[config.mk]
export PLATFORM = sky130hd
export DESIGN_NAME = mux_sel_arbiter
export DESIGN_NICKNAME = d
export VERILOG_FILES = /design/src/rtl/mux_sel_arbiter_pkg.sv /design/src/rtl/mux_sel_arbiter_rr_pick.sv /design/src/rtl/mux_sel_arbiter.sv
export SDC_FILE = /design/constraint.sdc
export NUM_CORES = 1
export LEC_CHECK = 0
export ABC_AREA = 1
export BUFFER_PORTS_ARGS = -buffer_cell sky130_fd_sc_hd__buf_2
export CAP_MARGIN = 20
export CORE_MARGIN = 5
export CORE_UTILIZATION = 55
export CTS_BUF_LIST = sky130_fd_sc_hd__clkbuf_16
export CTS_CLUSTER_DIAMETER = 80
export DETAILED_ROUTE_END_ITERATION = 6
export PLACE_DENSITY_LB_ADDON = 0.12
export SYNTH_ARGS = -nofsm -noshare
export SYNTH_HDL_FRONTEND = slang
export SYNTH_SLANG_ARGS = --single-unit
[constraint.sdc]
create_clock -name clk -period 1.9 [get_ports clk]
set_input_delay 0.095 -clock clk [delete_from_list [all_inputs] [get_ports clk]]
set_output_delay 0.095 -clock clk [all_outputs]
set_load 0.05 [all_outputs]
[src/rtl/mux_sel_arbiter_pkg.sv]
// ---------------------------------------------------------------------------
// mux_sel_arbiter_pkg
//   Shared definitions for the round-robin mux-select arbiter:
//     N_REQ    : number of requesters (4)
//     SEL_W    : width of the binary select / round-robin pointer (2)
//     CNT_W    : width of the burst counter (4, covers bursts up to 16)
//     state_e  : arbiter FSM state (IDLE = no owner, BUSY = one owner)
//     idx_to_onehot : binary requester index -> one-hot grant vector
// ---------------------------------------------------------------------------
package mux_sel_arbiter_pkg;

   localparam int N_REQ = 4;
   localparam int SEL_W = 2;
   localparam int CNT_W = 4;

   typedef enum logic {
      IDLE = 1'b0,
      BUSY = 1'b1
   } state_e;

   function automatic logic [N_REQ-1:0] idx_to_onehot(input logic [SEL_W-1:0] idx);
      logic [N_REQ-1:0] oh;
      oh      = '0;
      oh[idx] = 1'b1;
      return oh;
   endfunction

endpackage

[src/rtl/mux_sel_arbiter_rr_pick.sv]
// ---------------------------------------------------------------------------
// rr_pick
//   Purely combinational round-robin picker. Scans the request vector in the
//   order ptr, ptr+1, ptr+2, ptr+3 (mod N_REQ) and reports the first set bit.
//   Ports:
//     req   [N_REQ-1:0] in  : request vector to scan
//     ptr   [SEL_W-1:0] in  : highest-priority position
//     found             out : at least one request bit is set
//     idx   [SEL_W-1:0] out : index of the winner (equals ptr when !found)
// ---------------------------------------------------------------------------
module rr_pick
   import mux_sel_arbiter_pkg::*;
(
   input  logic [N_REQ-1:0] req,
   input  logic [SEL_W-1:0] ptr,
   output logic             found,
   output logic [SEL_W-1:0] idx
);

   logic [SEL_W-1:0] cand;

   always_comb begin
      found = 1'b0;
      idx   = ptr;
      cand  = ptr;
      for (int i = 0; i < N_REQ; i++) begin
         // SEL_W-bit addition wraps naturally, giving the modulo scan order.
         cand = ptr + SEL_W'(i);
         if (!found && req[cand]) begin
            found = 1'b1;
            idx   = cand;
         end
      end
   end

endmodule

[src/rtl/mux_sel_arbiter.sv]
// ---------------------------------------------------------------------------
// mux_sel_arbiter
//   Round-robin arbiter driving the select of a 4:1 single-bit mux. One owner
//   holds the mux for at most MAX_BURST consecutive cycles; on release the
//   next requester (by round-robin pointer) takes over on the same edge, so
//   there is no idle gap between owners.
//
//   Handshake: req[i] is a level request; the arbiter answers with gnt[i]
//   on the following rising edge. An owner keeps gnt while req stays high
//   and its burst is not exhausted. Dropping req releases the mux on the
//   next edge. There is no ready/ack from the requester side.
//
//   Parameters:
//     MAX_BURST : max consecutive cycles per ownership (legal 1..16)
//   Ports:
//     clk              in  : clock, all state changes on rising edge
//     rst_n            in  : asynchronous active-low reset
//     req  [3:0]       in  : per-requester request
//     in   [3:0]       in  : per-requester data bit
//     gnt  [3:0]       out : registered one-hot grant, zero when no owner
//     sel  [1:0]       out : registered index of current owner
//     busy             out : high while an owner exists
//     q                out : registered in[sel], 0 while not busy
//     dbg_state        out : current FSM state, for observation only
// ---------------------------------------------------------------------------
module mux_sel_arbiter
   import mux_sel_arbiter_pkg::*;
#(
   parameter int MAX_BURST = 4
)
(
   input  logic             clk,
   input  logic             rst_n,
   input  logic [N_REQ-1:0] req,
   input  logic [N_REQ-1:0] in,
   output logic [N_REQ-1:0] gnt,
   output logic [SEL_W-1:0] sel,
   output logic             busy,
   output logic             q,
   output state_e           dbg_state
);

   // Last legal counter value; reaching it ends the burst.
   localparam logic [CNT_W-1:0] CNT_LAST = CNT_W'(MAX_BURST - 1);

   state_e           state_q, state_n;
   logic [N_REQ-1:0] gnt_q,   gnt_n;
   logic [SEL_W-1:0] sel_q,   sel_n;
   logic [CNT_W-1:0] cnt_q,   cnt_n;
   logic [SEL_W-1:0] ptr_q,   ptr_n;
   logic             q_q,     q_n;

   logic [SEL_W-1:0] sel_inc;
   logic             owner_req;
   logic             burst_done;
   logic             do_release;

   logic [SEL_W-1:0] pick_ptr;
   logic             pick_found;
   logic [SEL_W-1:0] pick_idx;

   assign sel_inc    = sel_q + SEL_W'(1);
   assign owner_req  = req[sel_q];
   assign burst_done = (cnt_q == CNT_LAST);
   assign do_release = (state_q == BUSY) && (!owner_req || burst_done);

   // In IDLE the scan starts at the stored pointer. While BUSY the scan
   // starts just after the owner, which places the owner itself last: other
   // requesters win first, and the owner is only re-picked when it is the
   // sole requester left (burst-expiry re-grant). An owner that dropped req
   // is naturally excluded because its bit is zero.
   assign pick_ptr = (state_q == BUSY) ? sel_inc : ptr_q;

   rr_pick u_rr_pick (
      .req   (req),
      .ptr   (pick_ptr),
      .found (pick_found),
      .idx   (pick_idx)
   );

   // ---------------------------------------------------------------------
   // State register
   // ---------------------------------------------------------------------
   always_ff @(posedge clk or negedge rst_n) begin
      if (!rst_n) begin
         state_q <= IDLE;
         gnt_q   <= '0;
         sel_q   <= '0;
         cnt_q   <= '0;
         ptr_q   <= '0;
         q_q     <= 1'b0;
      end else begin
         state_q <= state_n;
         gnt_q   <= gnt_n;
         sel_q   <= sel_n;
         cnt_q   <= cnt_n;
         ptr_q   <= ptr_n;
         q_q     <= q_n;
      end
   end

   // ---------------------------------------------------------------------
   // Next-state logic
   // ---------------------------------------------------------------------
   always_comb begin
      state_n = state_q;
      gnt_n   = gnt_q;
      sel_n   = sel_q;
      cnt_n   = cnt_q;
      ptr_n   = ptr_q;
      q_n     = 1'b0;

      unique case (state_q)
         IDLE: begin
            if (pick_found) begin
               state_n = BUSY;
               gnt_n   = idx_to_onehot(pick_idx);
               sel_n   = pick_idx;
               cnt_n   = '0;
            end
         end

         BUSY: begin
            if (!do_release) begin
               cnt_n = cnt_q + CNT_W'(1);
               q_n   = in[sel_q];
            end else begin
               ptr_n = sel_inc;
               if (pick_found) begin
                  // Zero-gap handover (or re-grant of a lone owner). The
                  // data captured on this edge still belongs to the owner
                  // that was active during the cycle.
                  gnt_n = idx_to_onehot(pick_idx);
                  sel_n = pick_idx;
                  cnt_n = '0;
                  q_n   = in[sel_q];
               end else begin
                  // Nobody requesting: go quiet, keep sel at its last value.
                  state_n = IDLE;
                  gnt_n   = '0;
               end
            end
         end

         default: begin
            state_n = IDLE;
            gnt_n   = '0;
         end
      endcase
   end

   // ---------------------------------------------------------------------
   // Outputs
   // ---------------------------------------------------------------------
   always_comb begin
      busy      = (state_q == BUSY);
      dbg_state = state_q;
   end

   assign gnt = gnt_q;
   assign sel = sel_q;
   assign q   = q_q;

endmodule

==> Word-level counts from Yosys, hierarchy flattened <==
Index checks and enable logic that the tools add are counted.
W data, S select, Z words.
{ "totals": {"inputBits": 10, "regBits": 14, "output_inout_bits": 9, "wordCells": 72} }
{ "classes": {"bitwise_logic": 1, "reduce_logical": 12, "eq_ne": 3, "n_lt_le_gt_ge": 7, "n_addsub": 5, "muxes": 38} }
{ "ops": {"columns": ["operator", "count"], "rows": [
  ["$mux W4", 5],
  ["$lt A2 B3 Y1 const B", 6],
  ["$mux W1", 16],
  ["$pmux W4 S2", 2],
  ["$bmux W1 S2", 6],
  ["$mux W2", 6],
  ["$logic_and A1 B1 Y1", 5],
  ["$add A2 B1 Y2 const B", 2],
  ["$add A2 B2 Y2 const B", 2],
  ["$add A4 B1 Y4 const B", 1],
  ["$eq A4 B2 Y1 const B", 1],
  ["$logic_not A1 Y1", 4],
  ["$pmux W2 S2", 1],
  ["$reduce_and A2 Y1", 2],
  ["$demux W1 S2", 1],
  ["$ge A2 B1 Y1 const B", 1],
  ["$ne A2 B1 Y1 const B", 1],
  ["$ne A2 B2 Y1 const B", 1],
  ["$pmux W1 S2", 1],
  ["$logic_or A1 B1 Y1", 1],
  ["$not A1 Y1", 1]
]} }

==> Longest topological paths before layout <==
Gate-level depths: netlist of the first run.
{ "depth": {"depth_word": 21, "mapped_depth": 17} }

==> Cells and area by module <==
A second synthesis of the first run with hierarchy kept.
{ "hier_totals": {"hier_cells": 160, "hier_area_um2": 1097.3} }
{ "by_module_without_submodules": {"columns": ["mod", "cells_per_inst", "instances", "area_each_um2"], "rows": [
  ["mux_sel_arbiter", 97, 1, 814.5],
  ["rr_pick", 63, 1, 282.8]
]} }

==> Worst setup path after synthesis of the first run <==
OpenSTA, ideal clock, no wires.
{ "synth_timing": {"path_kind": "reg-to-reg", "startpoint": "reg state_q (netlist: busy)", "endpoint": "reg gnt_q[0] (netlist: gnt[0])", "period_less_slack_ns": 2.038, "required_ns": 1.782, "path_buffers": 2, "setup_time_ns": 0.118, "path_stages_with_launch": 13, "arrival_ns": 1.920, "setup_slack_ns": -0.138, "path_cell_list": "dfrtp_1 buf_6 nand2_1 o21ai_2 buf_6 nand2_1 nand2_1 nand3_1 nand2_2 nand4_4 or2_4 nand3_1 nand2_1"} }
{ "synth_between": {"elab_chain_len": 20} }
{ "synth_rtl": {"columns": ["item", "line", "source"], "rows": [
  ["from (decl)", "mux_sel_arbiter.sv:46", "state_e state_q, state_n;"],
  ["from (signal assigned)", "mux_sel_arbiter.sv:93", "state_q <= state_n;"],
  ["branches (longest 20 deep; another with $add A2 B1 Y2)", null, null],
  ["to (signal assigned)", "mux_sel_arbiter.sv:94", "gnt_q <= gnt_n;"],
  ["to (decl)", "mux_sel_arbiter.sv:47", "logic [N_REQ-1:0] gnt_q, gnt_n;"]
]} }
Several ways; the timed one is not identified. The select of a mux whose other input is x is not followed.
A chain may end at the register's enable or synchronous reset.

==> Worst setup path in the final report of the first run <==
{ "layout_timing": {"startpoint": "reg state_q (netlist: busy)", "endpoint": "reg gnt_q[2] (netlist: gnt[2])"} }
Same word-level chain as after synthesis.

==> flow_metrics.env, run 1 <==
export IMPL_status="complete, but fails checks"
export IMPL_violations="setup timing"
export IMPL_fin_skew_ps=1.89
export IMPL_tightest_slew_ps=313
export IMPL_cts_sinks=14
export IMPL_period_needed_ps=2020
export IMPL_yosysTopAreaCell="dfrtp_1"
export IMPL_setup_ws_ps=-117
export IMPL_r2r_setup_slack_ps=-120
export IMPL_clk_pin_slew_ps=50
export IMPL_first_iter_violations=55
export IMPL_die_area_mm2=0.00309
export IMPL_crit_path_end_kind="flip-flop"
export IMPL_synth_mux_area_share_pct=0
export IMPL_synth_common_cells="nand2_1, dfrtp_1, nand3_1"
export IMPL_h_tree_depth=1
export IMPL_worst_r2r_startpoint="busy$_DFF_PN0_"
export IMPL_via_per_inst=5.56
export IMPL_drc_errors=0
export IMPL_post_drt_wl_per_cell_um=15.8
export IMPL_ys_warn_count=0
export IMPL_synth_cells=160
export IMPL_yosys_area_share_simple_pct=48.5
export IMPL_synth_compound_area_share_pct=10.3
export IMPL_finalHoldViolations=0
export IMPL_ys_flop_type="dfrtp_1"
export IMPL_synth_avg_cell_area_um2=7.15
export IMPL_drt_total_wl_um=3540
export IMPL_start_kind="flip-flop"
export IMPL_fillers=102
export IMPL_grt_pass1_wl_um=5030
export IMPL_ios=19
export IMPL_grt_pass1_vias=1185
export IMPL_ys_ff_latch=14
export IMPL_synth_edff_count=0
export IMPL_period_share_pct=106
export IMPL_critPathKind="flip-flop to flip-flop"
export IMPL_hold_class="primary input to async pin"
export IMPL_cp_arrival_ps=2190
export IMPL_root_buffer="clkbuf_16"
export IMPL_num_vias=1246
export IMPL_synth_area_top_cells="dfrtp_1, nand2_1, nand3_1"
export IMPL_slew_headroom_pct=79.2
export IMPL_firstDrtPassIters=4
export IMPL_grt_start_max_net_pins=15
export IMPL_grt_use_total_pct=19.8
export IMPL_finalSetupViolCount=11
export IMPL_antenna_found_initial=0
export IMPL_portBuffers=18
export IMPL_ys_seq_area_share_pct=30.6
export IMPL_async_flop_share_pct=100
export IMPL_r2r_end="gnt[2]$_DFFE_PN0P_"
export IMPL_synth_nets=171
export IMPL_die_y_um=55.6
export IMPL_placed_cells=209
export IMPL_place_congestion=0.785
export IMPL_required_ps=2080
export IMPL_synth_xor_area_share_pct=0.766
export IMPL_dp_hpwl_um=2190
export IMPL_area_delta_synth_final_pct=49.9
export IMPL_synth_adder_area_share_pct=1.09
export IMPL_rr_worst_depth=11
export IMPL_max_freq_ghz=0.496
export IMPL_rsz0062_at_grt="yes"
export IMPL_coreArea_mm2=0.00198
export IMPL_rows=16
export IMPL_synth_most_common_cell="nand2_1"
export IMPL_slew_viol_final=0
export IMPL_grt_overflow_total=0
export IMPL_clk_latency_ps=240
export IMPL_cp_max_fo=8
export IMPL_synth_distinct_cells=30
export IMPL_cts_made_buffers=3
export IMPL_cts_path_max_buffers=2
export IMPL_maxCapViolCount=0
export IMPL_diodes=0
export IMPL_die_width_um=55.6
export IMPL_cts_tree="done"
export IMPL_synth_top_family_by_area="simple AND/OR/NAND/NOR gates"
export IMPL_nets=209
export IMPL_fin_cells=224
export IMPL_netlist_area_mm2=0.00114
export IMPL_drtAntennaViolNets=0
export IMPL_yosys_area_top_type_share_pct=30.6
export IMPL_initial_core_util_pct=57.7
export IMPL_final_layout_size_suffix_gt1_share_pct=54.8
==> through the flow <==
stage / setup slack (ps) / TNS, ps / instance area [µm²] / utilization [%] / hold slack [ps]
detailed placement: -22.7 / -65.0 / 1300 / 65.7 / 1.58
floorplan: 0.616 / 0 / 1160 / - / -201
global route: -220 / -1920 / 1710 / 86.5 / 326
finish: -117 / -813 / 1710 / 86.5 / 279
global placement: 41.0 / 0 / 1300 / 65.7 / -2.22
CTS: 9.94 / 0 / 1460 / 73.5 / 282
==> cell families (layout without fill, tap and decap cells) <==
| group | count (synthesis) | in the layout |
|---|---|---|
| DFF | 14 | 14 |
| AOI/OAI and AO/OA | 19 | 19 |
| and+or+nand+nor | 106 | 106 |
| adders and majority gates | 1 | 1 |
| xor gates and xnor gates | 1 | 1 |
| buffers and inverters | 19 | 56 |
==> cell type report <==
class / count / area (µm²) / area share, %
Multi-Input combinational cell: 127 / 913 / 53.3
Sequential cell: 14 / 354 / 20.7
Timing Repair Buffer: 37 / 270 / 15.8
Clock buffer: 3 / 75.1 / 4.38
Inverter: 15 / 63.8 / 3.72
Tap cell: 27 / 33.8 / 1.97
Clock inverter: 1 / 3.75 / 0.219
==> state kept, by name (all words and copies together), names as in the netlist <==
signal,flops
cnt_q,4
gnt,4
ptr_q,2
sel,2
busy,1
q,1
==> metal layers <==
metal,GRT usage (%),wire [µm],share of wire (%)
met1,21.2,1300,37
met2,37.2,1940,55
met3,2.78,125,3.5
met4,10.4,172,4.9
met5,0,0,0
==> worst max-delay path: stages (launching register included) <==
cell and delay [ps]:
dfrtp_2 500, o21ai_4 300, nand2_1 120, nand2_2 100, inv_2 60, o21ai_4 210
nand4_4 150, nand2_1 150, nand2_2 90, nor2_4 150, nand2_1 80, nand2_1 60
==> repair_timing <==
action,CTS,global route
setup endpoints to repair,6,11
gates cloned,0,0
buffers inserted,5,5
hold buffers,1,0
endpoints found under the hold margin,14,0
resized for setup,4,59
pin swaps,8,33
==> placed cells by master (no fill, tap or decap), drive strengths merged <==
master	n
nand2	74
a21oi	4
o21ai	13
clkbuf	3
o211ai	1
buf	36
nor2	8
o22ai	1
inv	16
dfrtp	14
or2	2
xor2	1
nand4	5
dlygate4sd3	1
nand3	15
ha	1
nand3b	2
==> how the worst max path moves through the flow <==
stage | startpoint | end
5_1_grt | busy$_DFF_PN0_ | gnt[0]$_DFFE_PN0P_
3_5_place_dp | busy$_DFF_PN0_ | gnt[3]$_DFFE_PN0P_
6_report | busy$_DFF_PN0_ | gnt[2]$_DFFE_PN0P_
2_1_floorplan | busy$_DFF_PN0_ | gnt[0]$_DFFE_PN0P_
4_1_cts | busy$_DFF_PN0_ | gnt[0]$_DFFE_PN0P_
3_3_place_gp | busy$_DFF_PN0_ | gnt[3]$_DFFE_PN0P_
Power of run 1 is not shown: default switching activity piles up to over one toggle a cycle in this logic, so the estimate is an artifact.
==> run 2, diff against run 1 <==
- MAX_ROUTING_LAYER: default -> met4
==> flow_metrics.env, run 2 (synthesis results as in run 1) <==
export IMPL_nets=209
export IMPL_coreArea_mm2=0.00198
export IMPL_worst_path_largest_cell_delay_ps=500
export IMPL_grt_pass1_wl_um=5030
export IMPL_setup_ws_ps=-127
export IMPL_cts_path_max_buffers=2
export IMPL_period_needed_ps=2030
export IMPL_die_area_mm2=0.00309
export IMPL_start_kind="flip-flop"
export IMPL_grt_pass1_vias=1180
export IMPL_num_vias=1249
export IMPL_clk_pin_slew_ps=50
export IMPL_grt_use_total_pct=20.4
export IMPL_ios=19
export IMPL_dp_hpwl_um=2190
export IMPL_clk_latency_ps=240
export IMPL_max_freq_ghz=0.493
export IMPL_tightest_slew_ps=307
export IMPL_final_layout_size_suffix_gt1_share_pct=54.8
export IMPL_rr_worst_depth=9
export IMPL_initial_core_util_pct=57.7
export IMPL_violations="setup timing"
export IMPL_maxCapViolCount=0
export IMPL_r2r_setup_slack_ps=-130
export IMPL_portBuffers=18
export IMPL_fin_skew_ps=1.92
export IMPL_crit_slowest_cell="dfrtp_2"
export IMPL_slew_headroom_pct=79.5
export IMPL_diodes=0
export IMPL_hold_class="primary input to async pin"
export IMPL_rows=16
export IMPL_drc_errors=0
export IMPL_crit_chain="o21ai_4, nand2_1, nand2_2, inv_2, o21ai_4, buf_12, nand3b_4, o211ai_1, inv_1"
export IMPL_crit_start="busy$_DFF_PN0_"
export IMPL_rsz0062_at_grt="yes"
export IMPL_die_width_um=55.6
export IMPL_worst_r2r_startpoint="busy$_DFF_PN0_"
export IMPL_finalSetupViolCount=11
export IMPL_final_core_utilization_pct=86.5
export IMPL_grt_overflow_total=0
export IMPL_post_drt_wl_per_cell_um=15.9
export IMPL_place_congestion=0.796
export IMPL_cts_sinks=14
export IMPL_cts_tree="done"
export IMPL_path_buf_inv=3
export IMPL_die_y_um=55.6
export IMPL_drtAntennaViolNets=0
export IMPL_antenna_found_initial=0
export IMPL_path_delay_family="compound AO/OA/AOI/OAI gates"
export IMPL_finalHoldWorstSlack_ps=278
export IMPL_slew_viol_final=0
export IMPL_critPathKind="flip-flop to flip-flop"
export IMPL_status="complete, but fails checks"
export IMPL_place_ws_ps=-22.7
export IMPL_root_buffer="clkbuf_16"
export IMPL_finalHoldViolations=0
export IMPL_required_ps=2020
export IMPL_period_share_pct=107
export IMPL_h_tree_depth=1
export IMPL_layout_commonest_cell="nand2_1"
export IMPL_area_delta_synth_final_pct=49.9
export IMPL_cp_arrival_ps=2140
export IMPL_grt_start_max_net_pins=15
export IMPL_first_iter_violations=41
export IMPL_via_per_inst=5.58
export IMPL_cpMostUsedCell="o21ai_4"
export IMPL_firstDrtPassIters=4
export IMPL_drt_total_wl_um=3570
export IMPL_crit_path_end_kind="flip-flop"
export IMPL_r2r_end="q$_DFF_PN0_"
export IMPL_cts_made_buffers=3
export IMPL_cp_max_fo=8
export IMPL_final_cell_mix="nand2_1, nand2_2, buf_2"
## run 2: cell counts in the layout (fill, tap and decap cells not counted)
Identical to the previous run, type by type.
## run 2: metal layers
metal | up-vias | wire [µm] | GRT usage [%]
li1 | 590 | - | -
met1 | 589 | 1300 | 21.2
met2 | 50 | 1950 | 37.2
met3 | 20 | 143 | 2.78
met4 | 0 | 178 | 10.4
met5 | - | 0 | -
## run 2: timing repair
| action | in CTS | in global routing |
|---|---|---|
| hold buffers | 1 | 0 |
| buffers inserted | 5 | 5 |
| pin swaps | 8 | 33 |
| setup endpoints to repair | 6 | 11 |
| resized for setup | 4 | 59 |
| endpoints found under the hold margin | 14 | 0 |
## run 2: worst max path at each step
stage	end	slack, ps	cells past startpoint
3_5_place_dp	gnt[3]$_DFFE_PN0P_	-20	11
3_3_place_gp	gnt[3]$_DFFE_PN0P_	40	11
5_1_grt	gnt[0]$_DFFE_PN0P_	-220	12
6_report	q$_DFF_PN0_	-130	9
2_1_floorplan	gnt[0]$_DFFE_PN0P_	0.6	12
4_1_cts	gnt[0]$_DFFE_PN0P_	10	10
## run 2: worst reg2reg max path, delay by kind of cell, from the launching register on
family	cells	cell delay, ps
buffers and inverters	3	280
and+or+nand+nor	3	360
DFF	1	500
AOI/OAI and AO/OA	3	780
## run 2: per-stage QoR
step	cells	TNS (ps)	area, µm²
after floorplan	160	0	1160
after global placement	209	0	1300
after global routing	224	-1930	1710
after CTS	219	0	1460
after detailed placement	209	-65.0	1300
final	224	-850	1710
## run 2: final cells by class
cell class,instances,area (µm²)
multi-input cells,127,913
flip-flops and latches,14,354
repair buffers,37,270
fillers,102,268
clock buffers,3,75.1
inverters,15,63.8
well taps,27,33.8
clock inverters,1,3.75
Power of run 2 is left out for the same reason.
